### config.mk
export PLATFORM = sky130hd
export DESIGN_NAME = sccb_byte_writer
export DESIGN_NICKNAME = d
export VERILOG_FILES = /design/src/rtl/sccb_byte_writer.sv
export SDC_FILE = /design/constraint.sdc
export NUM_CORES = 1
export LEC_CHECK = 0
export BUFFER_PORTS_ARGS = -buffer_cell sky130_fd_sc_hd__buf_2
export CAP_MARGIN = 20
export CORE_ASPECT_RATIO = 1.2
export CORE_MARGIN = 2
export CORE_UTILIZATION = 54
export CTS_CLUSTER_SIZE = 20
export DETAILED_ROUTE_END_ITERATION = 8
export GPL_ROUTABILITY_DRIVEN = 0
export PLACE_DENSITY = 0.75
export SYNTH_ARGS = -nofsm -noshare
export SYNTH_HDL_FRONTEND = slang
export SYNTH_SLANG_ARGS = --single-unit
export TNS_END_PERCENT = 50
### constraint.sdc
create_clock -name clk -period 1.8 [get_ports clk]
set_input_delay 0 -clock clk [delete_from_list [all_inputs] [get_ports clk]]
set_output_delay 0 -clock clk [all_outputs]
set_load 0.02 [all_outputs]
### src/rtl/sccb_byte_writer.sv
`default_nettype none
// ============================================================================
//  Module      : sccb_byte_writer
//  Description : SCCB (I2C-like) byte transmitter. Each accepted byte is sent
//                MSB first with a don't-care ACK slot. A START is issued when
//                leaving IDLE, and a STOP is issued when lastTransfer was
//                latched with the byte. Otherwise the bus is parked in HOLD
//                (scl low) so the next byte can follow without a repeated
//                START. All timing is in quarter SCL periods of CLK_DIV clocks.
//  Options     : define SCCB_ACK_CHECK_EN to add the sdaIn/ackErr
//                ACK-sampling logic.
//  Revision    : 1.0 - initial release
// ============================================================================
module sccb_byte_writer #(
    parameter int CLK_DIV = 125
) (
    input  logic       clk,
    input  logic       reset,
    input  logic       i2cStrobe,
    input  logic [7:0] dataToSend,
    input  logic       lastTransfer,
    output logic       sda,
    output logic       scl,
    output logic       busy
`ifdef SCCB_ACK_CHECK_EN
    ,
    input  logic       sdaIn,
    output logic       ackErr
`endif
);

    // Reload value for the quarter-period down counter.
    localparam logic [15:0] QTR_LOAD = 16'(CLK_DIV - 1);

    typedef enum logic [2:0] {
        S_IDLE  = 3'd0,
        S_START = 3'd1,
        S_BIT   = 3'd2,
        S_ACK   = 3'd3,
        S_HOLD  = 3'd4,
        S_STOP  = 3'd5
    } state_t;

    state_t      state_q;
    logic [15:0] cnt_q;
    logic [1:0]  qtr_q;
    logic [2:0]  bit_q;
    logic [7:0]  data_q;
    logic        last_q;
    logic        sda_q;
    logic        scl_q;
    logic        busy_q;
`ifdef SCCB_ACK_CHECK_EN
    logic        ackErr_q;
`endif

    // Bus sequencer: state, quarter timing and registered line levels.
    // Line levels are set on the edge that enters each quarter, so the
    // outputs always describe the quarter currently in progress.
    always_ff @(posedge clk) begin
        if (reset) begin
            state_q  <= S_IDLE;
            cnt_q    <= 16'd0;
            qtr_q    <= 2'd0;
            bit_q    <= 3'd0;
            data_q   <= 8'd0;
            last_q   <= 1'b0;
            sda_q    <= 1'b1;
            scl_q    <= 1'b1;
            busy_q   <= 1'b0;
`ifdef SCCB_ACK_CHECK_EN
            ackErr_q <= 1'b0;
`endif
        end else begin
            case (state_q)
                S_IDLE: begin
                    if (i2cStrobe) begin
                        data_q  <= dataToSend;
                        last_q  <= lastTransfer;
                        cnt_q   <= QTR_LOAD;
                        qtr_q   <= 2'd0;
                        state_q <= S_START;
                        sda_q   <= 1'b0;      // START: sda falls while scl high
                        scl_q   <= 1'b1;
                        busy_q  <= 1'b1;
                    end
                end
                S_HOLD: begin
                    if (i2cStrobe) begin
                        data_q  <= dataToSend;
                        last_q  <= lastTransfer;
                        cnt_q   <= QTR_LOAD;
                        qtr_q   <= 2'd0;
                        bit_q   <= 3'd7;
                        state_q <= S_BIT;     // bus already owned: no START
                        sda_q   <= dataToSend[7];
                        scl_q   <= 1'b0;
                        busy_q  <= 1'b1;
                    end
                end
                default: begin
                    if (cnt_q != 16'd0) begin
                        cnt_q <= cnt_q - 16'd1;
                    end else begin
                        // Quarter boundary: program the next quarter.
                        cnt_q <= QTR_LOAD;
                        qtr_q <= qtr_q + 2'd1;
                        case (state_q)
                            S_START: begin
                                if (qtr_q == 2'd0) begin
                                    scl_q <= 1'b0;
                                end else begin
                                    state_q <= S_BIT;
                                    qtr_q   <= 2'd0;
                                    bit_q   <= 3'd7;
                                    sda_q   <= data_q[7];
                                end
                            end
                            S_BIT: begin
                                case (qtr_q)
                                    2'd1: scl_q <= 1'b1;
                                    2'd3: begin
                                        scl_q <= 1'b0;
                                        qtr_q <= 2'd0;
                                        if (bit_q == 3'd0) begin
                                            state_q <= S_ACK;
                                            sda_q   <= 1'b1;  // release for ACK slot
                                        end else begin
                                            bit_q <= bit_q - 3'd1;
                                            sda_q <= data_q[bit_q - 3'd1];
                                        end
                                    end
                                    default: ;
                                endcase
                            end
                            S_ACK: begin
                                case (qtr_q)
                                    2'd1: scl_q <= 1'b1;
`ifdef SCCB_ACK_CHECK_EN
                                    // Last cycle of the first scl-high quarter:
                                    // a released (high) line means no ACK.
                                    2'd2: ackErr_q <= ackErr_q | sdaIn;
`endif
                                    2'd3: begin
                                        scl_q <= 1'b0;
                                        qtr_q <= 2'd0;
                                        if (last_q) begin
                                            state_q <= S_STOP;
                                            sda_q   <= 1'b0;
                                        end else begin
                                            state_q <= S_HOLD;
                                            sda_q   <= 1'b1;
                                            busy_q  <= 1'b0;
                                            cnt_q   <= 16'd0;
                                        end
                                    end
                                    default: ;
                                endcase
                            end
                            S_STOP: begin
                                case (qtr_q)
                                    2'd0: scl_q <= 1'b1;
                                    2'd1: sda_q <= 1'b1;  // STOP: sda rises while scl high
                                    default: begin
                                        state_q <= S_IDLE;
                                        qtr_q   <= 2'd0;
                                        cnt_q   <= 16'd0;
                                        busy_q  <= 1'b0;
                                    end
                                endcase
                            end
                            default: begin
                                state_q <= S_IDLE;
                                sda_q   <= 1'b1;
                                scl_q   <= 1'b1;
                                busy_q  <= 1'b0;
                            end
                        endcase
                    end
                end
            endcase
        end
    end

    assign sda  = sda_q;
    assign scl  = scl_q;
    assign busy = busy_q;
`ifdef SCCB_ACK_CHECK_EN
    assign ackErr = ackErr_q;
`endif

endmodule
`default_nettype wire

Yosys cells after proc, flatten, opt, wreduce, memory -nomap -nowiden
Cells that the tools add are included.
{"block": "word_totals", "ff_bits": 36}
{"block": "classes", "addsub": 3, "magnitude_cmp": 1, "n_eq_ne": 29, "muxes": 58, "bitwise_logic": 1, "reduce_logical": 16}
{"op": "2-to-1 mux 16 bit", "n": 3}
{"op": "2-to-1 mux 3 bit", "n": 13}
{"op": "2-to-1 mux 7 bit", "n": 3}
{"op": "2-to-1 mux 1 bit", "n": 20}
{"op": "!= test 4 bit, second input constant", "n": 5}
{"op": "!= test 3 bit, second input constant", "n": 6}
{"op": "one-hot mux 3 bit (2 select lines)", "n": 3}
{"op": "nonzero test 16 bit", "n": 1}
{"op": "subtractor 16 x 1 -> 16 bit, second input constant", "n": 1}
{"op": "one-hot mux 7 bit (2 select lines)", "n": 1}
{"op": "AND reduction 7 bit", "n": 2}
{"op": "2-to-1 mux 2 bit", "n": 6}
{"op": "!= test 4 x 2 -> 1 bit, second input constant", "n": 3}
{"op": "one-hot mux 3 bit (4 select lines)", "n": 1}
{"op": "AND reduction 6 bit", "n": 2}
{"op": "!= test 2 bit, second input constant", "n": 4}
{"op": "AND reduction 8 bit", "n": 1}
{"op": "OR reduction 2 bit", "n": 4}
{"op": "equality test 3 x 2 -> 1 bit, second input constant", "n": 2}
{"op": "equality test 3 bit, second input constant", "n": 2}
{"op": "logical NOT 3 bit", "n": 2}
{"op": "one-hot mux 1 bit (2 select lines)", "n": 3}
{"op": "one-hot mux 1 bit (3 select lines)", "n": 2}
{"op": "one-hot mux 2 bit (3 select lines)", "n": 1}
{"op": "15 further kinds", "n": 17}

Depth between registers and ports, before layout
{"block": "depth", "word_depth": 8, "ltp_mapped": 8}

Worst setup path after synthesis
OpenSTA, ideal clock, no wires.
{"block": "synth_timing", "path_kind": "reg-to-reg", "from": "register bit_q[0]", "to": "register sda_q (netlist: sda)", "setup_time_ns": 0.124, "t_arrival_ns": 1.696, "required_time_ns": 1.676, "slack_ns": -0.020, "stages_incl_launch_ff": 8, "n_path_buf": 0, "synth_period_minus_slack_ns": 1.820, "cell_sequence": "dfxtp_1 inv_1 ha_1 ha_1 mux4_2 nand2_1 and4b_1 o31ai_1"}
{"block": "synth_via", "elab_chain_cells": 8}
{"element": "start: declaration", "line": "47", "source": "logic [2:0] bit_q;"}
{"element": "start signal: assignment", "line": "129", "source": "bit_q <= bit_q - 3'd1;"}
{"element": "subtractor 3 x 1 -> 3 bit", "line": "130", "source": "sda_q <= data_q[bit_q - 3'd1];"}
{"element": "binary-select mux 1 bit (select 3 bit)", "line": "130"}
{"element": "2-to-1 mux 1 bit (not written as such)", "line": "130"}
{"element": "2-to-1 mux 1 bit (*)", "line": "125", "source": "if (bit_q == 3'd0) begin"}
{"element": "2-to-1 mux 1 bit (*)", "line": "120", "source": "case (qtr_q)"}
{"element": "one-hot mux 1 bit (4 select lines) (*)", "line": "108", "source": "case (state_q)"}
{"element": "2-to-1 mux 1 bit (*)", "line": "102", "source": "if (cnt_q != 16'd0) begin"}
{"element": "one-hot mux 1 bit (2 select lines) (*)", "line": "75", "source": "case (state_q)"}
{"element": "end signal: assignment", "line": "96", "source": "sda_q <= dataToSend[7];"}
{"element": "end signal: assignment", "line": "116", "source": "sda_q <= data_q[7];"}
{"element": "end signal: assignment", "line": "130"}
{"element": "end: declaration", "line": "50", "source": "logic sda_q;"}
Mark *: on every way between the ends. The rest lies on a longest branch, timed or not. The select of a mux whose other input is x is not followed.
A chain may end at the register's enable or synchronous reset.

Final worst setup path
{"block": "layout_timing", "from": "register cnt_q[0]", "to": "register cnt_q[4]"}
{"block": "layout_via", "elab_chain_cells": 3}
{"element": "start: declaration", "line": "45", "source": "logic [15:0] cnt_q;"}
{"element": "start signal: assignment", "line": "103", "source": "cnt_q <= cnt_q - 16'd1;"}
{"element": "subtractor 16 x 1 -> 16 bit or nonzero test 16 bit (tied branches)", "line": "103, 102"}
{"element": "2-to-1 mux 16 bit (*)", "line": "102"}
{"element": "2-to-1 mux 16 bit (*)"}
Mark *: on every way between the ends. The rest lies on a longest branch, timed or not.

==> run summary <==
Crit Path Max Fanout: 5
RSZ-0062 raised after global routing: true
Top-count cell post-synth: nand2_1
Core ar.: 3940 um^2
R2R Setup Slk: -0.003 ns
Dpl cell area: 2570 um^2
Sw Ratio: 40.6%
Worst setup margin: -0.00345 ns
Worst Setup EP: cnt_q[4]$_SDFFE_PP0P_
Syn_nets: 291
Count of mapped cells out of synthesis: 271
Failing checks: setup timing
Final Cycle Share: 100%
Post-synth EDFFs: 0
Psw: 1.53 mW
TritonRoute pass-1 iters: 4
Post-DR wirelength/cell: 16.1 um
Ys Warns: 0
RR Startpoint: cnt_q[0]$_SDFFE_PP0P_
Initial Util: 56.1%
Asr flop ratio synth: 0%
Largest net degree at the start of global routing: 35
Final setup vio count: 2
Slew HR: 74.3%
Pre-CTS setup slack: -0.0767 ns
Antenna violations before repair: 0
Minimum clock period: 1.80 ns
Number of global-route vias before repair: 2,172
# DRC: 0
Peak supply drop: 0.816 mV
Chip height: 74.1 um
Worst-Skew Late Latency: 0.29 ns
Unique masters post-synth: 55
Final setup TNS: -0.00568 ns
Skew final: 0.00529 ns
Dominant cells by area after synthesis: dfxtp_1 33%, a21oi_1 7.0%, nand2_1 6.6%, ha_1 4.5%, nor2_1 4.4%
Vias/cell: 5.90
Total CTS buffers: 5
Ys flop type: dfxtp_1
Nets: 348
Share of cells above drive strength 1: 33.2%
Internal: 2.24 mW
Fin area: 2940 um^2
Worst reg2reg endpoint: cnt_q[4]$_SDFFE_PP0P_
DR vias: 2,253
WP data required: 2.00 ns
Area growth, synth to finish: 33.1%
Clock-pin slew on the worst setup and hold paths: 0.07 ns
Post-synthesis sequential area ratio: 32.6%
Power density cells: 1280 nW/um^2
Placed cell count: 361
Crit path from: cnt_q[0]$_SDFFE_PP0P_
Commonest cells in the netlist: 39 x nand2_1, 36 x dfxtp_1, 31 x a21oi_1
Status: finished with violations
Fmax: 554 MHz
CTS Buffer Depth: 2
Port buffer count: 14
TritonCTS clock tree: built
Fill cells: 285
Die width: 62.4 um
Global-route wire length before repair: 9800 um
CP Data Arrival Time: 2.00 ns
Layout Cells excl Fill: 382
Sequential power share: 29.7%
Startpoint types: flip-flop
Clock sink count: 36
ANT nets after route: 0
Die ar.: 4620 um^2
Worst-Margin Slew: 0.382 ns
Syn Area/Cell: 8.15 um^2
Critical path capture point type: flip-flop
Std-Cell Rows: 25
1st-iter DRT viols: 147
Synthesized flop and latch total: 36
Max_cap viols: 0
Root Buffer: clkbuf_8
Gr usage total: 26.8%
Crit path kind: flip-flop to flip-flop
Worst Hold Class: primary input to flip-flop
Clock share of power: 16.6%
Fin. max-slew vios: 0
Worst r2r path cells: 7
Final hold vios: 0
Grt ovf: 0
Leakage: 1.15 nW
Hpwl dp: 4070 um
Share of the synthesized area in the top cell type: 32.6%
Mapped cell area: 2210 um^2
Comb pwr share: 53.8%
Post-synth top area cell: dfxtp_1
H-tree depth: 2
ANT cells: 0
# IOs: 15
Routed WL: 6150 um
cell usage in the layout, fill, tap and decap left out, types with 3 or more instances in the layout:
cell           count
o22ai_1            3
nor2_2             3
clkbuf_8           7
buf_4             38
nand3_2            3
a21oi_1           30
nor3b_1            4
inv_1              7
or3_1              5
buf_6              3
o21ai_0           11
dlygate4sd3_1      9
nand2b_1           3
nor4_4             4
o21ai_1            3
a211oi_1           6
buf_2             14
a311oi_1           3
dfxtp_2            6
a21o_1             3
nor3_1             6
ha_1               3
a211oi_2           3
or2_2              3
ha_2               3
dfxtp_1           30
o31ai_1            4
nand2_1           39
nor2_1            23
power groups by stage:
stage,clock network (mW),registers [mW],logic (mW)
floorplan,0,1.08,1.10
global placement,0,1.10,1.64
detailed placement,0,1.11,1.66
CTS,0.633,1.10,1.80
global route,0.659,1.14,2.20
finish,0.626,1.12,2.03
critical path, cell delays in order, from the launching register on:
cell and delay, ns:
dfxtp_2 0.33, inv_2 0.07, ha_4 0.13, nor3b_4 0.28
nand4_4 0.19, a221oi_4 0.32, o22ai_4 0.15, a211oi_1 0.25
cell families after synthesis:
group           count (synthesis)  share of synthesized area [%]
xor+xnor                        1                          0.396
flops                          36                           32.6
fa+ha+maj                       8                           4.53
compound gates                 86                           26.4
simple gates                  114                           29.6
buf+inv                        24                           4.42
mux                             2                           2.04
metrics by stage:
step / hold WS [ns] / utilization, % / power [mW]
global placement: 0.242 / 65.2 / 2.74
finish: 0.0936 / 74.6 / 3.78
global route: 0.116 / 74.6 / 4.00
CTS: 0.0800 / 71.7 / 3.53
detailed placement: 0.247 / 65.2 / 2.77
floorplan: 0.136 / - / 2.18
flip-flops by register name, summed over array words and instances (netlist names):
register,flops
data_q,8
last_q,1
qtr_q,2
busy,1
cnt_q,16
sda,1
bit_q,3
state_q,3
scl,1
repair_timing:
action / CTS / global route
pin swaps: 8 / 14
setup endpoints to repair: 25 / 27
buffers inserted: 3 / 2
endpoints found under the hold margin: 9 / 0
hold buffers: 9 / 0
resized for setup: 11 / 29
worst min path at each step:
stage	startpoint	end	slack (ns)	depth (start not counted)
after CTS	i2cStrobe	cnt_q[1]$_SDFFE_PP0P_	0.08	4
final	i2cStrobe	cnt_q[1]$_SDFFE_PP0P_	0.09	4
after global routing	i2cStrobe	cnt_q[1]$_SDFFE_PP0P_	0.12	4
after detailed placement	dataToSend[6]	data_q[6]$_SDFFE_PP0P_	0.25	3
after floorplan	dataToSend[0]	data_q[0]$_SDFFE_PP0P_	0.14	2
after global placement	dataToSend[2]	data_q[2]$_SDFFE_PP0P_	0.24	3
layer usage:
| metal | wire length, um | GRT usage, % | vias up |
|---|---|---|---|
| met5 | 0 | 0 | - |
| met1 | 2610 | 31.3 | 1068 |
| met4 | 148 | 10.9 | 0 |
| met3 | 266 | 5.45 | 13 |
| met2 | 3120 | 49.2 | 68 |
| li1 | - | - | 1104 |
layout make-up:
| cell class | instances | area [um^2] | area share, % |
|---|---|---|---|
| clock buffer | 7 | 96.3 | 3.28 |
| multi-input combinational | 211 | 1530 | 52.1 |
| tap | 54 | 67.6 | 2.30 |
| sequential | 36 | 728 | 24.8 |
| timing repair buffer | 64 | 479 | 16.3 |
| inverter | 10 | 37.5 | 1.28 |
No activity file was read; power rests on OpenSTA's default activity.
